<file path="config.mk">
export PLATFORM = sky130hd
export DESIGN_NAME = sys_array_host_ctrl
export DESIGN_NICKNAME = d
export VERILOG_FILES = /design/src/rtl/sys_array_host_ctrl.sv
export SDC_FILE = /design/constraint.sdc
export NUM_CORES = 1
export LEC_CHECK = 0
export BUFFER_PORTS_ARGS = -buffer_cell sky130_fd_sc_hd__buf_4
export CORE_MARGIN = 2
export CORE_UTILIZATION = 45
export CTS_BUF_LIST = sky130_fd_sc_hd__clkbuf_8
export CTS_CLUSTER_DIAMETER = 100
export DETAILED_ROUTE_END_ITERATION = 8
export PLACE_DENSITY = 0.71
export SYNTH_ARGS = -nofsm -noshare
export SYNTH_HDL_FRONTEND = slang
export SYNTH_SLANG_ARGS = --single-unit
</file>
<file path="constraint.sdc">
create_clock -name clk -period 5.39 [get_ports clk]
set_input_delay 0 -clock clk [delete_from_list [all_inputs] [get_ports clk]]
set_output_delay 0 -clock clk [all_outputs]
set_load 0.05 [all_outputs]
</file>
<file path="src/rtl/sys_array_host_ctrl.sv">
// Host-side sequencer for the systolic-array fetcher: assembles weight/data operands from a byte
// stream, strobes load/start, captures the result and streams it out. Macro: SYS_ARRAY_HOST_CTRL_CSUM_EN.
module sys_array_host_ctrl #(
  parameter int DATA_WIDTH = 8,
  parameter int ARRAY_W_W  = 2,
  parameter int ARRAY_W_L  = 5,
  parameter int ARRAY_A_W  = 5,
  parameter int ARRAY_A_L  = 2
) (
  input  logic                                        clk,
  input  logic                                        reset_n,
  input  logic                                        in_valid,
  input  logic [DATA_WIDTH-1:0]                       in_data,
  output logic                                        in_ready,
  output logic                                        load_params,
  output logic                                        start_comp,
  output logic [ARRAY_W_W*ARRAY_W_L*DATA_WIDTH-1:0]   data_w,
  output logic [ARRAY_A_W*ARRAY_A_L*DATA_WIDTH-1:0]   data_b,
  input  logic                                        fetch_ready,
  input  logic [ARRAY_W_W*ARRAY_A_L*2*DATA_WIDTH-1:0] fetch_result,
  output logic                                        out_valid,
  output logic [DATA_WIDTH-1:0]                       out_data,
  input  logic                                        out_ready,
  output logic                                        busy
);

  localparam int NW     = ARRAY_W_W * ARRAY_W_L;
  localparam int NB     = ARRAY_A_W * ARRAY_A_L;
  localparam int NR     = ARRAY_W_W * ARRAY_A_L;
  localparam int LAT    = ARRAY_A_L + ARRAY_A_W + ARRAY_W_W + 4;
  localparam int WW     = NW * DATA_WIDTH;
  localparam int BWD    = NB * DATA_WIDTH;
  localparam int RW     = NR * 2 * DATA_WIDTH;
`ifdef SYS_ARRAY_HOST_CTRL_CSUM_EN
  localparam int NBEATS = 2 * NR + 1;
`else
  localparam int NBEATS = 2 * NR;
`endif
  localparam int NMAX   = (NW > NB) ? NW : NB;
  localparam int IDX_W  = $clog2(NMAX + 1);
  localparam int WAIT_W = $clog2(LAT + 1);
  localparam int BEAT_W = $clog2(NBEATS + 1);

  typedef enum logic [2:0] {
    S_RECV_W  = 3'd0,
    S_LOAD    = 3'd1,
    S_RECV_B  = 3'd2,
    S_START   = 3'd3,
    S_WAIT    = 3'd4,
    S_CAPTURE = 3'd5,
    S_SEND    = 3'd6
  } state_e;

  state_e                state_q, state_d;
  logic [IDX_W-1:0]      idx_q, idx_d;
  logic [WAIT_W-1:0]     wait_q, wait_d;
  logic [BEAT_W-1:0]     beat_q, beat_d;
  logic [WW-1:0]         data_w_q, data_w_d;
  logic [BWD-1:0]        data_b_q, data_b_d;
  logic [RW-1:0]         result_q, result_d;
  logic                  in_ready_q, in_ready_d;
  logic                  load_params_q, load_params_d;
  logic                  start_comp_q, start_comp_d;
  logic                  out_valid_q, out_valid_d;
  logic [DATA_WIDTH-1:0] out_data_q, out_data_d;
  logic                  busy_q, busy_d;
`ifdef SYS_ARRAY_HOST_CTRL_CSUM_EN
  logic [DATA_WIDTH-1:0] csum_q, csum_d;
`endif

  // Result bytes are numbered MSB-first, so byte k is element k/2, high byte on even k.
  function automatic logic [DATA_WIDTH-1:0] result_byte(input logic [RW-1:0] r,
                                                        input logic [BEAT_W-1:0] k);
    if (int'(k) < 2 * NR) begin
      result_byte = r[(2 * NR - 1 - int'(k)) * DATA_WIDTH +: DATA_WIDTH];
    end else begin
      result_byte = '0;
    end
  endfunction

  // State register and all registered outputs; reset overrides every state.
  always_ff @(posedge clk) begin
    if (!reset_n) begin
      state_q       <= S_RECV_W;
      idx_q         <= '0;
      wait_q        <= '0;
      beat_q        <= '0;
      data_w_q      <= '0;
      data_b_q      <= '0;
      result_q      <= '0;
      in_ready_q    <= 1'b0;
      load_params_q <= 1'b0;
      start_comp_q  <= 1'b0;
      out_valid_q   <= 1'b0;
      out_data_q    <= '0;
      busy_q        <= 1'b0;
`ifdef SYS_ARRAY_HOST_CTRL_CSUM_EN
      csum_q        <= '0;
`endif
    end else begin
      state_q       <= state_d;
      idx_q         <= idx_d;
      wait_q        <= wait_d;
      beat_q        <= beat_d;
      data_w_q      <= data_w_d;
      data_b_q      <= data_b_d;
      result_q      <= result_d;
      in_ready_q    <= in_ready_d;
      load_params_q <= load_params_d;
      start_comp_q  <= start_comp_d;
      out_valid_q   <= out_valid_d;
      out_data_q    <= out_data_d;
      busy_q        <= busy_d;
`ifdef SYS_ARRAY_HOST_CTRL_CSUM_EN
      csum_q        <= csum_d;
`endif
    end
  end

  // Next-state and datapath update.
  always_comb begin
    state_d  = state_q;
    idx_d    = idx_q;
    wait_d   = wait_q;
    beat_d   = beat_q;
    data_w_d = data_w_q;
    data_b_d = data_b_q;
    result_d = result_q;
`ifdef SYS_ARRAY_HOST_CTRL_CSUM_EN
    csum_d   = csum_q;
`endif
    case (state_q)
      S_RECV_W: begin
        if (in_valid && in_ready_q) begin
          data_w_d[(NW - 1 - int'(idx_q)) * DATA_WIDTH +: DATA_WIDTH] = in_data;
          if (idx_q == IDX_W'(NW - 1)) begin
            idx_d   = '0;
            state_d = S_LOAD;
          end else begin
            idx_d = idx_q + IDX_W'(1);
          end
        end else begin
          idx_d = idx_q;
        end
      end
      S_LOAD: begin
        state_d = S_RECV_B;
      end
      S_RECV_B: begin
        if (in_valid && in_ready_q) begin
          data_b_d[(NB - 1 - int'(idx_q)) * DATA_WIDTH +: DATA_WIDTH] = in_data;
          if (idx_q == IDX_W'(NB - 1)) begin
            idx_d   = '0;
            state_d = S_START;
          end else begin
            idx_d = idx_q + IDX_W'(1);
          end
        end else begin
          idx_d = idx_q;
        end
      end
      S_START: begin
        wait_d  = WAIT_W'(LAT);
        state_d = S_WAIT;
      end
      S_WAIT: begin
        // fetch_ready stays high from the previous run, so the counter must expire too.
        if (wait_q == '0) begin
          if (fetch_ready) begin
            state_d = S_CAPTURE;
          end else begin
            state_d = S_WAIT;
          end
        end else begin
          wait_d = wait_q - WAIT_W'(1);
        end
      end
      S_CAPTURE: begin
        result_d = fetch_result;
        beat_d   = '0;
`ifdef SYS_ARRAY_HOST_CTRL_CSUM_EN
        csum_d   = '0;
`endif
        state_d  = S_SEND;
      end
      S_SEND: begin
        if (out_valid_q && out_ready) begin
`ifdef SYS_ARRAY_HOST_CTRL_CSUM_EN
          if (int'(beat_q) < 2 * NR) begin
            csum_d = csum_q ^ out_data_q;
          end else begin
            csum_d = csum_q;
          end
`endif
          if (beat_q == BEAT_W'(NBEATS - 1)) begin
            beat_d  = '0;
            state_d = S_RECV_W;
          end else begin
            beat_d = beat_q + BEAT_W'(1);
          end
        end else begin
          beat_d = beat_q;
        end
      end
      default: begin
        state_d = S_RECV_W;
        idx_d   = '0;
      end
    endcase
  end

  // Output decode from the next state so every output leaves a flop aligned with state_q.
  always_comb begin
    in_ready_d    = (state_d == S_RECV_W) || (state_d == S_RECV_B);
    load_params_d = (state_d == S_LOAD);
    start_comp_d  = (state_d == S_START);
    out_valid_d   = (state_d == S_SEND);
    busy_d        = !((state_d == S_RECV_W) && (idx_d == '0));
    if (state_d == S_SEND) begin
`ifdef SYS_ARRAY_HOST_CTRL_CSUM_EN
      if (int'(beat_d) == 2 * NR) begin
        out_data_d = csum_d;
      end else begin
        out_data_d = result_byte(result_d, beat_d);
      end
`else
      out_data_d = result_byte(result_d, beat_d);
`endif
    end else begin
      out_data_d = '0;
    end
  end

  assign in_ready    = in_ready_q;
  assign load_params = load_params_q;
  assign start_comp  = start_comp_q;
  assign out_valid   = out_valid_q;
  assign out_data    = out_data_q;
  assign busy        = busy_q;
  assign data_w      = data_w_q;
  assign data_b      = data_b_q;

endmodule
</file>
==> impl_metrics.csv <==
group,metric,value,unit
run_status,status,"finished, final reports clean",
power,p_leak,5.57,nW
sta,hold_violations,0,
worst_setup_path,crit_top_cell,"ha_1",
final_layout,fin_nets,1537,
yosys,synth_flop_cell,"dfxtp_1",
clock_network,cts_resized,0,
worst_setup_path,cp.arrival,4.82,ns
global_route,grt_pass1_vias,8972,
worst_setup_path,path_delay_family,"simple AND/OR/NAND/NOR gates",
sta,slew_viol_final,0,
clock_network,clock_sinks,252,
sta,clock_skew,0.0339,ns
worst_setup_path,critical_path_buf_inv_count,2,
yosys,synth_nets,1229,
yosys,synth_area,10500,sq um
power,pwr-share-seq,47.9,%
sta,max_freq,230,MHz
final_layout,syn_to_final_growth,34.7,%
floorplanning,initial_utilization,46.1,%
clock_network,root_buffer,"clkbuf_8",
final_layout,layout-drive-gt1-share,26.2,%
sta,worst_pin_slew,1.16,ns
clock_network,clk_latency,0.57,ns
sta,setup_viol,0,
yosys,yosysSeqAreaShare,48.2,%
global_route,gr-usage-all-layers,24.3,%
yosys,async_flop_share,0,%
sta,rsz0062_at_grt,"false",
yosys,synth_commonest_cells,"dfxtp_1, nand2_1, mux2i_1",
yosys,synth_largest_area_cell,"dfxtp_1",
routing,drtIter0Drc,624,
sta,fin_crit,4.35,ns
floorplanning,coreArea,22700,sq um
floorplanning,die_w,156,microns
power,combPwrFrac,7.5,%
sta,setup_tns,0,ns
global_route,antenna_found_initial,1,
yosys,synth_top_cell_area_share,48.2,%
routing,drtPass1Iterations,5,
yosys,synth_edf_count,0,
yosys,ys_seq_elements,252,
worst_setup_path,worstSetupPathType,"flop to flop",
place,post-place-ws,1.07,ns
power,switching_power,958,uW
power,power,3.91,mW
worst_setup_path,startpoint_type,"flop",
floorplanning,die_h,156,microns
worst_setup_path,crit_required,5.86,ns
worst_setup_path,cp_cell_sequence,"inv_1, ha_1, ha_1, nand3b_1, nand2b_1, inv_1, ha_1, or4_1, nor2_1, o211ai_2, or3_1, nor2_4, mux2i_1",
hold_path,hold_path_class,"primary input to flop",
yosys,synth_area_leaders,"dfxtp_1, mux2i_1, nand2_1",
worst_setup_path,critPathMaxFanout,20,
clock_network,h-tree-depth,2,
yosys,yosysUniqueCellTypes,55,
clock_network,clkSlewWorstSetupHoldPaths,0.07,ns
routing,viasPerCell,5.27,
global_route,grt_pass1_wl,47300,microns
global_route,grt_max_degree,105,
worst_setup_path,cp_slowest_stage_delay,0.59,ns
power,power_density,277,nW/um^2
power,pwr-share-clk,44.5,%
place,dp_hpwl,20300,microns
routing,routed_wl,30700,microns
place,gp_congestion,0.823,
sta,layout_setup_ws,1.04,ns
flow_run,max_cap_violations,0,
routing,drc,0,
yosys,synth_cells,1139,
routing,routedWlPerCell,17.4,microns
floorplanning,rows,55,
clock_network,cts_buffers,42,
worst_setup_path,worstSetupEndpointType,"flop",
floorplanning,dieArea,24500,sq um
worst_setup_path,slowest_stage,"or4_1",
yosys,syn_area_per_cell,9.18,sq um
power,internal_power,2.95,mW
yosys,ys_warn_count,0,
yosys,synth.most_common_cell,"dfxtp_1",
sta,period_share,80.7,%
clock_network,cts_tree,"yes",
place,port_buffers,249,
routing,postRouteAntennaNets,0,
floorplanning,ios,250,
routing,num_vias,9287,
sta,slew_headroom,22.7,%
global_route,grt-ovfl-total,0,
power,peakVddDrop,0.187,mV
power,swShare,24.5,%
clock_network,max-clock-path-buffers,3,
cell usage in the layout, fill, tap and decap left out, drive strengths merged, types with 5 or more instances in the layout:
| cell | count |
|---|---|
| nor2 | 88 |
| dfxtp | 252 |
| inv | 20 |
| nor4 | 9 |
| clkinv | 6 |
| nand2b | 9 |
| nor2b | 26 |
| mux2 | 25 |
| ha | 13 |
| a21oi | 72 |
| nor3b | 13 |
| nor3 | 10 |
| clkbuf | 55 |
| nand3 | 41 |
| o21ai | 46 |
| buf | 256 |
| nand2 | 250 |
| a31oi | 5 |
| dlygate4sd3 | 75 |
| mux2i | 149 |
flip-flops by register name, summed over array words and instances, names as in the netlist, 3 cells and up:
name	cells
out_data	8
idx_q	4
beat_q	4
wait_q	4
data_w	80
data_b	80
result_q	64
state_q	3
power by group through the flow:
| stage | combinational (mW) | clock (mW) | sequential, mW |
|---|---|---|---|
| after global routing | 0.311 | 1.86 | 1.87 |
| final | 0.294 | 1.74 | 1.87 |
| after detailed placement | 0.246 | 0 | 1.91 |
| after global placement | 0.245 | 0 | 1.91 |
| after floorplan | 0.132 | 0 | 1.93 |
| after CTS | 0.291 | 1.77 | 1.87 |
repair_timing:
item                                   in CTS  in global routing
buffers inserted                            0                  0
endpoints found under the hold margin     132                  0
hold buffers                               75                  0
per-layer routing:
layer / track usage [%] / vias up / part of all wire, % / wire (microns)
li1: - / 4494 / - / -
met1: 30.0 / 4354 / 41 / 12500
met2: 40.3 / 367 / 48 / 14800
met3: 6.12 / 72 / 7.6 / 2330
met4: 10.7 / 0 / 3.6 / 1110
met5: 0 / - / 0 / 0
path summary, 6_finish.rpt:
check / startpoint / end / slack, ns / cells past startpoint
worst min register to register: result_q[8] / result_q[8] / 0.45 / 2
worst min-delay path: in_valid / idx_q[1] / 0.21 / 4
worst max register to register: idx_q[1] / data_b[28] / 1.04 / 13
worst max-delay path: idx_q[1] / data_b[28] / 1.04 / 13
area by class of cell:
cell class / instances / area [sq um]
clock inverter: 17 / 118
antenna: 1 / 2.50
sequential: 252 / 5040
clock buffer: 55 / 757
timing repair buffer: 331 / 2670
multi-input combinational: 810 / 5110
inverter: 10 / 38.8
fill: 1907 / 8610
tap: 285 / 357
logic make-up after synthesis:
family | share of synthesized area (%)
mux | 16.9
buf+inv | 3.05
flops | 48.2
simple gates | 22.2
compound gates | 7.50
fa+ha+maj | 1.55
xor+xnor | 0.502
through the flow:
stage	utilization (%)	instances	hold WS [ns]	instance area, sq um
after floorplan	-	1139	0.136	10500
after global placement	54.9	1613	0.251	12500
after detailed placement	54.9	1613	0.257	12500
after CTS	62.1	1760	0.181	14100
after global routing	62.1	1761	0.239	14100
final	62.1	1761	0.207	14100
tightest hold or removal path: stages:
cell and delay [ns]:
buf_4 0.11, and4bb_1 0.35, o21ai_0 0.20, nor2_1 0.04
Power figures use the tool's default switching activity.
